<file path="src/rtl/btn_conditioner.sv">
// btn_conditioner: synchronizes, debounces and edge-detects four push-buttons
// and captures a shot (owner plus switch coordinates) when a fire button
// press is accepted. Every flop sits on the rising edge of clk and clears on
// a synchronous, active-high rst.
module btn_conditioner #(
  // Consecutive stable cycles needed before a debounced level changes (1..255).
  parameter int unsigned DEBOUNCE_CYCLES = 3
) (
  input  logic       clk,
  input  logic       rst,
  input  logic [3:0] btn,
  input  logic [3:0] sw,
  output logic [3:0] btn_level,
  output logic [3:0] btn_pulse,
  output logic       shot_valid,
  output logic       shot_player,
  output logic [1:0] shot_x,
  output logic [1:0] shot_y
);

  // Button bit assignments.
  localparam int unsigned FIRE_A = 3;
  localparam int unsigned FIRE_B = 0;

  // shot_player encoding.
  localparam logic PLAYER_A = 1'b0;
  localparam logic PLAYER_B = 1'b1;

  // Threshold in the 8-bit width of the stability counters.
  localparam logic [7:0] THRESHOLD = 8'(DEBOUNCE_CYCLES);

  // Two-stage synchronizer registers (first stage can go metastable).
  logic [3:0] btn_meta;
  logic [3:0] btn_sync;
  logic [3:0] sw_meta;
  logic [3:0] sw_sync;

  // sync_ready[1] goes high once the synchronizer holds samples taken
  // entirely after reset; before that its zeros are reset values, not data.
  logic [1:0] sync_ready;

  // Per-channel stability counters and their incremented values.
  logic [3:0][7:0] stable_cnt;
  logic [3:0][7:0] cnt_inc;

  // Per-channel state of the debounce/edge logic.
  logic [3:0] differs;  // synchronized input disagrees with btn_level
  logic [3:0] toggle;   // btn_level flips at the coming edge
  logic [3:0] rising;   // the flip at the coming edge is 0 -> 1
  logic [3:0] armed;    // channel has seen a clean released state since reset
  logic [3:0] arm_set;  // channel becomes armed at the coming edge

  // Shot capture request for the coming edge.
  logic       fire_any;
  logic       next_player;

  // Synchronize the raw buttons and switches before anything else uses them.
  always_ff @(posedge clk) begin
    // NOTE: every clocked register is assigned with <= so all flops update
    // from the values sampled before the edge, independent of statement order.
    if (rst) begin
      btn_meta <= '0;
      btn_sync <= '0;
      sw_meta  <= '0;
      sw_sync  <= '0;
    end else begin
      btn_meta <= btn;
      btn_sync <= btn_meta;
      sw_meta  <= sw;
      sw_sync  <= sw_meta;
    end
  end

  // Track when the synchronizer pipeline has refilled with post-reset samples.
  always_ff @(posedge clk) begin
    if (rst) begin
      sync_ready <= '0;
    end else begin
      sync_ready <= {sync_ready[0], 1'b1};
    end
  end

  // Decide per channel whether the level flips and whether it becomes armed.
  always_comb begin
    // NOTE: every signal gets a default at the top so no path through this
    // block leaves a value unassigned, which would infer a latch.
    cnt_inc = '0;
    differs = '0;
    toggle  = '0;
    rising  = '0;
    arm_set = '0;
    for (int i = 0; i < 4; i++) begin
      cnt_inc[i] = stable_cnt[i] + 8'd1;
      differs[i] = (btn_sync[i] != btn_level[i]);
      toggle[i]  = differs[i] && (cnt_inc[i] == THRESHOLD);
      rising[i]  = toggle[i] && !btn_level[i];
      arm_set[i] = sync_ready[1] && !btn_level[i] && !btn_sync[i];
    end
  end

  // Stability counters: clear when input matches the level or on a flip.
  always_ff @(posedge clk) begin
    if (rst) begin
      stable_cnt <= '0;
    end else begin
      for (int i = 0; i < 4; i++) begin
        if (!differs[i] || toggle[i]) begin
          stable_cnt[i] <= '0;
        end else begin
          stable_cnt[i] <= cnt_inc[i];
        end
      end
    end
  end

  // Debounced levels flip once an input has been stable long enough.
  always_ff @(posedge clk) begin
    if (rst) begin
      btn_level <= '0;
    end else begin
      btn_level <= btn_level ^ toggle;
    end
  end

  // Arm bits latch on and stay set until the next reset.
  always_ff @(posedge clk) begin
    if (rst) begin
      armed <= '0;
    end else begin
      armed <= armed | arm_set;
    end
  end

  // One-cycle pulse coinciding with each armed 0 -> 1 level change.
  always_ff @(posedge clk) begin
    if (rst) begin
      btn_pulse <= '0;
    end else begin
      btn_pulse <= rising & armed;
    end
  end

  // Fire arbitration: player A wins a tie; the losing B press is dropped.
  always_comb begin
    fire_any    = btn_pulse[FIRE_A] || btn_pulse[FIRE_B];
    next_player = btn_pulse[FIRE_A] ? PLAYER_A : PLAYER_B;
  end

  // Register the shot one cycle after the fire pulse; hold it otherwise.
  always_ff @(posedge clk) begin
    if (rst) begin
      shot_valid  <= 1'b0;
      shot_player <= PLAYER_A;
      shot_x      <= '0;
      shot_y      <= '0;
    end else if (fire_any) begin
      shot_valid  <= 1'b1;
      shot_player <= next_player;
      shot_x      <= sw_sync[3:2];
      shot_y      <= sw_sync[1:0];
    end else begin
      shot_valid  <= 1'b0;
    end
  end

endmodule
</file>
<file path="config.mk">
export PLATFORM = sky130hd
export DESIGN_NAME = btn_conditioner
export DESIGN_NICKNAME = d
export VERILOG_FILES = /design/src/rtl/btn_conditioner.sv
export SDC_FILE = /design/constraint.sdc
export NUM_CORES = 1
export LEC_CHECK = 0
export ABC_CLOCK_PERIOD_IN_PS = 2100
export CORE_ASPECT_RATIO = 1.25
export CORE_MARGIN = 10
export CORE_UTILIZATION = 56
export CTS_CLUSTER_SIZE = 14
export DETAILED_ROUTE_END_ITERATION = 10
export HOLD_SLACK_MARGIN = 0.06
export PLACE_DENSITY = 0.89
export SLEW_MARGIN = 20
export SYNTH_ARGS = -nofsm -noshare
export SYNTH_HDL_FRONTEND = slang
export SYNTH_SLANG_ARGS = --single-unit
</file>
<file path="constraint.sdc">
create_clock -name clk -period 2.1 [get_ports clk]
set_clock_uncertainty 0.1 [all_clocks]
set_input_delay 0.63 -clock clk [delete_from_list [all_inputs] [get_ports clk]]
set_output_delay 0.63 -clock clk [all_outputs]
set_load 0.005 [all_outputs]
</file>
==> out/results.md, run 1 <==
| Result | Value | Unit |
|---|---|---|
| Total buffers and inverters traversed by the critical path | 1 | - |
| Cell type of the slowest stage on the worst timing path | clkdlybuf4s50_1 | - |
| Synthesized flop and latch total | 68 | - |
| Final layout net count | 333 | - |
| Detailed placer's ending HPWL | 3400 | um |
| Leakage Power | 1.17 | nW |
| Post-CTS setup buffer count | 0 | - |
| Data required time of the worst path | 1370 | ps |
| First-iteration detailed-routing DRC count | 79 | - |
| Die Outline Area | 8030 | um^2 |
| Relative slew margins | 0.634 | - |
| Cell count after synthesis | 287 | - |
| Netlist cell types | 36 | - |
| Kind of critical path | register to output port | - |
| Initial antenna violation count | 0 | - |
| Starting Density | 0.576 | - |
| Detailed-routing iteration count for the pre-antenna-repair pass | 5 | - |
| Portion of the clock cycle consumed by the worst path in the final layout | 0.953 | - |
| Maximum Capacitance Violations | 0 | - |
| Final max-slew violation count | 0 | - |
| Detail Route Antenna Nets | 0 | - |
| Setup Total Neg Slack | 0 | ps |
| Final count of hold timing violations | 0 | - |
| Number of warnings reported in the yosys synthesis log | 0 | - |
| TritonCTS Buffers | 9 | - |
| Critical Path Start Type | register | - |
| Kind of capture point of the worst setup path | output port | - |
| Clock insertion delay at the later pin of the skew report | 340 | ps |
| Path type of the worst min-delay path | register to register | - |
| Overflow after GRT | 0 | - |
| Deepest clock path buffer count | 2 | - |
| Syn_area_per_cell | 9.42 | um^2 |
| Critical path peak fanout | 5 | - |
| Minimum clock period | 2000 | ps |
| Number of sinks on the clock net | 68 | - |
| GRT Resource Usage Total | 0.138 | - |
| Total Wirelength | 5160 | um |
| Result of the run | completed | - |
| Level count of the clock H-tree | 3 | - |
| Number of hold buffers added after cts | 0 | - |
| Rows | 28 | - |
| Areal power density over the cells | 786 | nW/um^2 |
| Number of placed I/O pins | 24 | - |
| Setup violations, final | 0 | - |
| Clock tree from TritonCTS | done | - |
| Kind of cell adding the most delay to the critical path | buffers and inverters | - |
| Setup repair after global routing missed its margin | no | - |
| Share of the yosys chip area belonging to registers | 0.503 | - |
| Core area | 4690 | um^2 |
| Layout cells sized above 1 | 0.0878 | - |
| Gp weighted congestion | 0.792 | - |
| Clock transition at path regs | 70 | ps |
| Mapped Nets | 305 | - |
| CP Cell Sequence | clkdlybuf4s50_1 | - |
| Worst-Margin Slew | 545 | ps |
| P&R area growth vs syn | 18.0 | % |
| Mapped cell area | 2700 | um^2 |
| Die boundary height | 97.7 | um |
| Core utilization of the finished layout | 0.680 | - |
| Delay of the slowest cell on the worst path | 530 | ps |
| Clock tree root buffer cell | clkbuf_8 | - |
| Number of global-route vias before repair | 1976 | - |
| Wirelength per Cell | 13.6 | um |
| Fmax | 0.500 | GHz |
| Layout filler cell count | 370 | - |
| Worst-case vdd ir drop | 689 | uV |
| Number of antenna repair diodes | 0 | - |
| Width of the die | 82.2 | um |
| Maximum number of pins on one net before global-route repair | 30 | - |
| Port-buffer cells | 23 | - |
| Arrival time at the worst endpoint | 1270 | ps |
| Count of unresolved DRC violations after routing | 0 | - |
| Total power consumption of the routed design | 2.51 | mW |
| Total number of vias | 1991 | - |
| Per-cell via count in the routed design | 5.25 | - |
| Global-route wire length before repair | 8760 | um |
-- state kept, by name (all words and copies together), names as in the netlist, named ones only --
| register | flops |
|---|---|
| btn_sync | 4 |
| shot_x | 2 |
| sync_ready | 2 |
| btn_pulse | 4 |
| armed | 4 |
| shot_y | 2 |
| stable_cnt | 32 |
| sw_sync | 4 |
| sw_meta | 4 |
| shot_player | 1 |
| shot_valid | 1 |
| btn_meta | 4 |
-- cell usage after synthesis --
cell type / instances / area, um^2
o21ai_0: 6 / 30.0
o21ai_1: 2 / 10.0
o211a_1: 1 / 10.0
nand3_2: 1 / 10.0
nand3_1: 17 / 85.1
nand2_1: 16 / 60.1
a31oi_1: 3 / 18.8
nor4_1: 3 / 18.8
or2_2: 1 / 6.26
nor2b_1: 23 / 144
a211o_1: 1 / 8.76
nor2_2: 1 / 6.26
or3_1: 2 / 12.5
buf_6: 1 / 11.3
and3_1: 5 / 31.3
nor3_1: 10 / 50.1
mux2i_1: 3 / 30.0
inv_1: 8 / 30.0
o31ai_1: 1 / 7.51
and3_2: 1 / 7.51
o21bai_1: 1 / 7.51
buf_2: 3 / 15.0
clkbuf_1: 4 / 15.0
a21oi_1: 8 / 40.0
a31o_2: 2 / 17.5
ha_1: 8 / 100
xnor2_1: 14 / 123
buf_4: 2 / 15.0
o2111ai_1: 1 / 8.76
and4_1: 5 / 43.8
nor4bb_1: 1 / 10.0
a211oi_2: 1 / 12.5
a311oi_1: 4 / 35.0
dfxtp_1: 68 / 1360
xor2_1: 18 / 158
nor2_1: 41 / 154
-- layer usage --
metal,global-route usage,up-vias,part of all wire
met5,0,-,0
met4,0.0682,0,0.024
met3,0.0519,16,0.046
met2,0.228,39,0.51
met1,0.148,916,0.42
li1,-,1020,-
-- final cells by class --
cell class | instances | area, um^2 | share of cell area
Sequential cell | 68 | 1370 | 0.428
Multi-Input combinational cell | 201 | 1260 | 0.394
Tap cell | 60 | 75.1 | 0.0235
Inverter | 8 | 30.0 | 0.00941
Clock buffer | 10 | 128 | 0.0400
Clock inverter | 5 | 77.6 | 0.0243
Timing Repair Buffer | 27 | 260 | 0.0815
-- placed cells by master (no fill, tap or decap), types with 4 or more instances in the layout --
| master | n |
|---|---|
| dfxtp_1 | 65 |
| buf_4 | 4 |
| nand2_1 | 16 |
| clkbuf_8 | 9 |
| nor2b_1 | 23 |
| a311oi_1 | 4 |
| ha_1 | 8 |
| a21oi_1 | 8 |
| o21ai_0 | 6 |
| nand3_1 | 17 |
| xor2_1 | 18 |
| inv_1 | 8 |
| clkdlybuf4s50_1 | 23 |
| nor2_1 | 41 |
| xnor2_1 | 14 |
| nor3_1 | 10 |
| and3_1 | 5 |
| and4_1 | 5 |
-- power breakdown --
group | switching (mW) | total (mW) | internal [mW]
sequential | 0.0128 | 1.33 | 1.31
clock | 0.460 | 1.12 | 0.657
combinational | 0.0304 | 0.0649 | 0.0345
total | 0.503 | 2.51 | 2.01
-- through the flow --
| step | cell area [um^2] | worst slack [ps] | cells | hold slack (ps) |
|---|---|---|---|---|
| floorplan | 2700 | 352 | 287 | 314 |
| global placement | 2980 | 57.3 | 364 | 317 |
| detailed placement | 2980 | 36.9 | 364 | 324 |
| CTS | 3190 | 0.323 | 379 | 340 |
| global route | 3190 | 19.1 | 379 | 353 |
| finish | 3190 | 98.4 | 379 | 336 |
-- logic make-up after synthesis --
kind of cell	share of synthesized area
adder cells (fa/ha/maj)	0.0370
multiplexers	0.0111
buffers and inverters	0.0319
AND/OR/NAND/NOR	0.236
AO/OA/AOI/OAI	0.0764
flip-flops	0.503
XOR/XNOR	0.104
-- final timing paths --
check	from	end	slack (ps)	cells past startpoint
worst max-delay path	register	btn_level[1]	100	1
worst max register to register	stable_cnt[24]	stable_cnt[28]	240	6
worst min-delay path	btn_meta[1]	btn_sync[1]	340	1
worst min register to register	btn_meta[1]	btn_sync[1]	340	1
-- timing repair --
item / in CTS / in global routing
endpoints found under the setup margin: 0 / 3
endpoints found under the hold margin: 0 / 0
gates resized for setup: 0 / 3
Note: power is estimated with default switching activity, not from simulation.
==> run 2: changes to the inputs <==
--- a/config.mk
+++ b/config.mk
@@ -13,6 +13,7 @@
 export DETAILED_ROUTE_END_ITERATION = 10
 export HOLD_SLACK_MARGIN = 0.06
 export PLACE_DENSITY = 0.89
+export REMOVE_ABC_BUFFERS = 1
 export SLEW_MARGIN = 20
 export SYNTH_ARGS = -nofsm -noshare
 export SYNTH_HDL_FRONTEND = slang
==> run 2 against run 1 <==
Sequential share of layout area is 0.16 points lower. Fmax is 2.2% lower. Critical endpoint is now btn_level[3]. Highest routed layer unchanged. Largest cell class unchanged. Via count is 2.2% higher.
==> out/results.md, run 2 (synthesized netlist as in run 1, its figures left out) <==
| Result | Value | Unit |
|---|---|---|
| Register containing the most flip-flops in the final layout | stable_cnt | - |
| Worst-Margin Slew | 561 | ps |
| Die Outline Area | 8030 | um^2 |
| Critical Path Start Type | register | - |
| GRT Resource Usage Total | 0.132 | - |
| Data required time of the worst path | 1370 | ps |
| Final layout net count | 332 | - |
| Maximum Capacitance Violations | 0 | - |
| Delay of the slowest cell on the worst path | 550 | ps |
| CP Cell Sequence | clkdlybuf4s50_1 | - |
| Clock insertion delay at the later pin of the skew report | 340 | ps |
| Detail Route Antenna Nets | 0 | - |
| Portion of the clock cycle consumed by the worst path in the final layout | 0.974 | - |
| Minimum clock period | 2050 | ps |
| Gp weighted congestion | 0.834 | - |
| Layout cells sized above 1 | 0.0815 | - |
| Total buffers and inverters traversed by the critical path | 1 | - |
| Port-buffer cells | 23 | - |
| Fmax | 0.489 | GHz |
| Core area | 4690 | um^2 |
| Number of placed I/O pins | 24 | - |
| Final max-slew violation count | 0 | - |
| Worst Hold Margin | 339 | ps |
| P&R area growth vs syn | 18.3 | % |
| Result of the run | completed | - |
| Setup repair after global routing missed its margin | no | - |
| Clock tree from TritonCTS | done | - |
| Leakage Power | 1.17 | nW |
| Clock tree root buffer cell | clkbuf_8 | - |
| Number of antenna repair diodes | 0 | - |
| Path type of the worst min-delay path | register to register | - |
| Max reg flops | 32 | - |
| Deepest clock path buffer count | 2 | - |
| Total Wirelength | 4880 | um |
| Final count of hold timing violations | 0 | - |
| Post-CTS setup buffer count | 0 | - |
| Wirelength per Cell | 12.9 | um |
| Setup violations, final | 0 | - |
| Level count of the clock H-tree | 3 | - |
| Starting Density | 0.576 | - |
| Total power consumption of the routed design | 2.55 | mW |
| Worst-case vdd ir drop | 636 | uV |
| Rows | 28 | - |
| Maximum number of pins on one net before global-route repair | 30 | - |
| Overflow after GRT | 0 | - |
| Relative slew margins | 0.624 | - |
| Areal power density over the cells | 797 | nW/um^2 |
| Detailed placer's ending HPWL | 3490 | um |
| Number of sinks on the clock net | 68 | - |
| Cell type of the slowest stage on the worst timing path | clkdlybuf4s50_1 | - |
| Die boundary height | 97.7 | um |
| Global-route wire length before repair | 8530 | um |
| Number of global-route vias before repair | 1959 | - |
| Total number of vias | 2035 | - |
| Critical path peak fanout | 5 | - |
| Width of the die | 82.2 | um |
| Kind of critical path | register to output port | - |
| Most used cells in the layout excluding fill and tap cells | dfxtp_1, nor2_1, nor2b_1, clkdlybuf4s50_1, xor2_1 | - |
| Kind of capture point of the worst setup path | output port | - |
| Initial antenna violation count | 0 | - |
| DP Worst Slack | -26.4 | ps |
| TritonCTS Buffers | 9 | - |
| Final critical-path setup slack | 53.8 | ps |
| Count of unresolved DRC violations after routing | 0 | - |
| Clock transition at path regs | 70 | ps |
| Arrival time at the worst endpoint | 1320 | ps |
| First-iteration detailed-routing DRC count | 96 | - |
| Per-cell via count in the routed design | 5.37 | - |
| Most common cell after layout, fill and taps aside | dfxtp_1 | - |
| Detailed-routing iteration count for the pre-antenna-repair pass | 4 | - |
| Kind of cell adding the most delay to the critical path | buffers and inverters | - |
==> run 2: per-stage QoR <==
step / area [um^2] / instances / util / TNS [ps]
3_3_place_gp: 2980 / 363 / 0.634 / 0
4_1_cts: 3190 / 379 / 0.680 / 0
5_1_grt: 3200 / 379 / 0.681 / 0
6_report: 3200 / 379 / 0.681 / 0
3_5_place_dp: 2980 / 363 / 0.634 / -101
2_1_floorplan: 2650 / 277 / - / 0
==> run 2: layer usage <==
layer	wire length [um]	GRT usage
met3	209	0.0472
met1	2010	0.139
met4	77	0.0512
met5	0	0
met2	2580	0.229
==> run 2: worst paths after layout <==
kind	from	to	slack [ps]	cells past startpoint
worst min-delay path	btn_meta[0]	btn_sync[0]	340	1
worst max-delay path	register	btn_level[3]	50	1
worst min register to register	btn_meta[0]	btn_sync[0]	340	1
worst max register to register	stable_cnt[2]	register	310	5
==> run 2: layout make-up <==
type,instances,area [um^2]
clock buffer,12,145
timing repair buffer,26,253
tap,60,75.1
sequential,68,1360
inverter,8,30.0
multi-input combinational,201,1260
clock inverter,4,72.6
fill,373,1500
==> run 2: where the power goes <==
| group | total (mW) | switching [mW] | internal [mW] |
|---|---|---|---|
| combinational | 0.0641 | 0.0301 | 0.0340 |
| sequential | 1.33 | 0.0124 | 1.31 |
| clock | 1.16 | 0.458 | 0.700 |
==> run 2: what timing repair did <==
item | in CTS | in global routing
setup endpoints to repair | 0 | 6
gates resized for setup | 0 | 2
hold buffers | 0 | 0
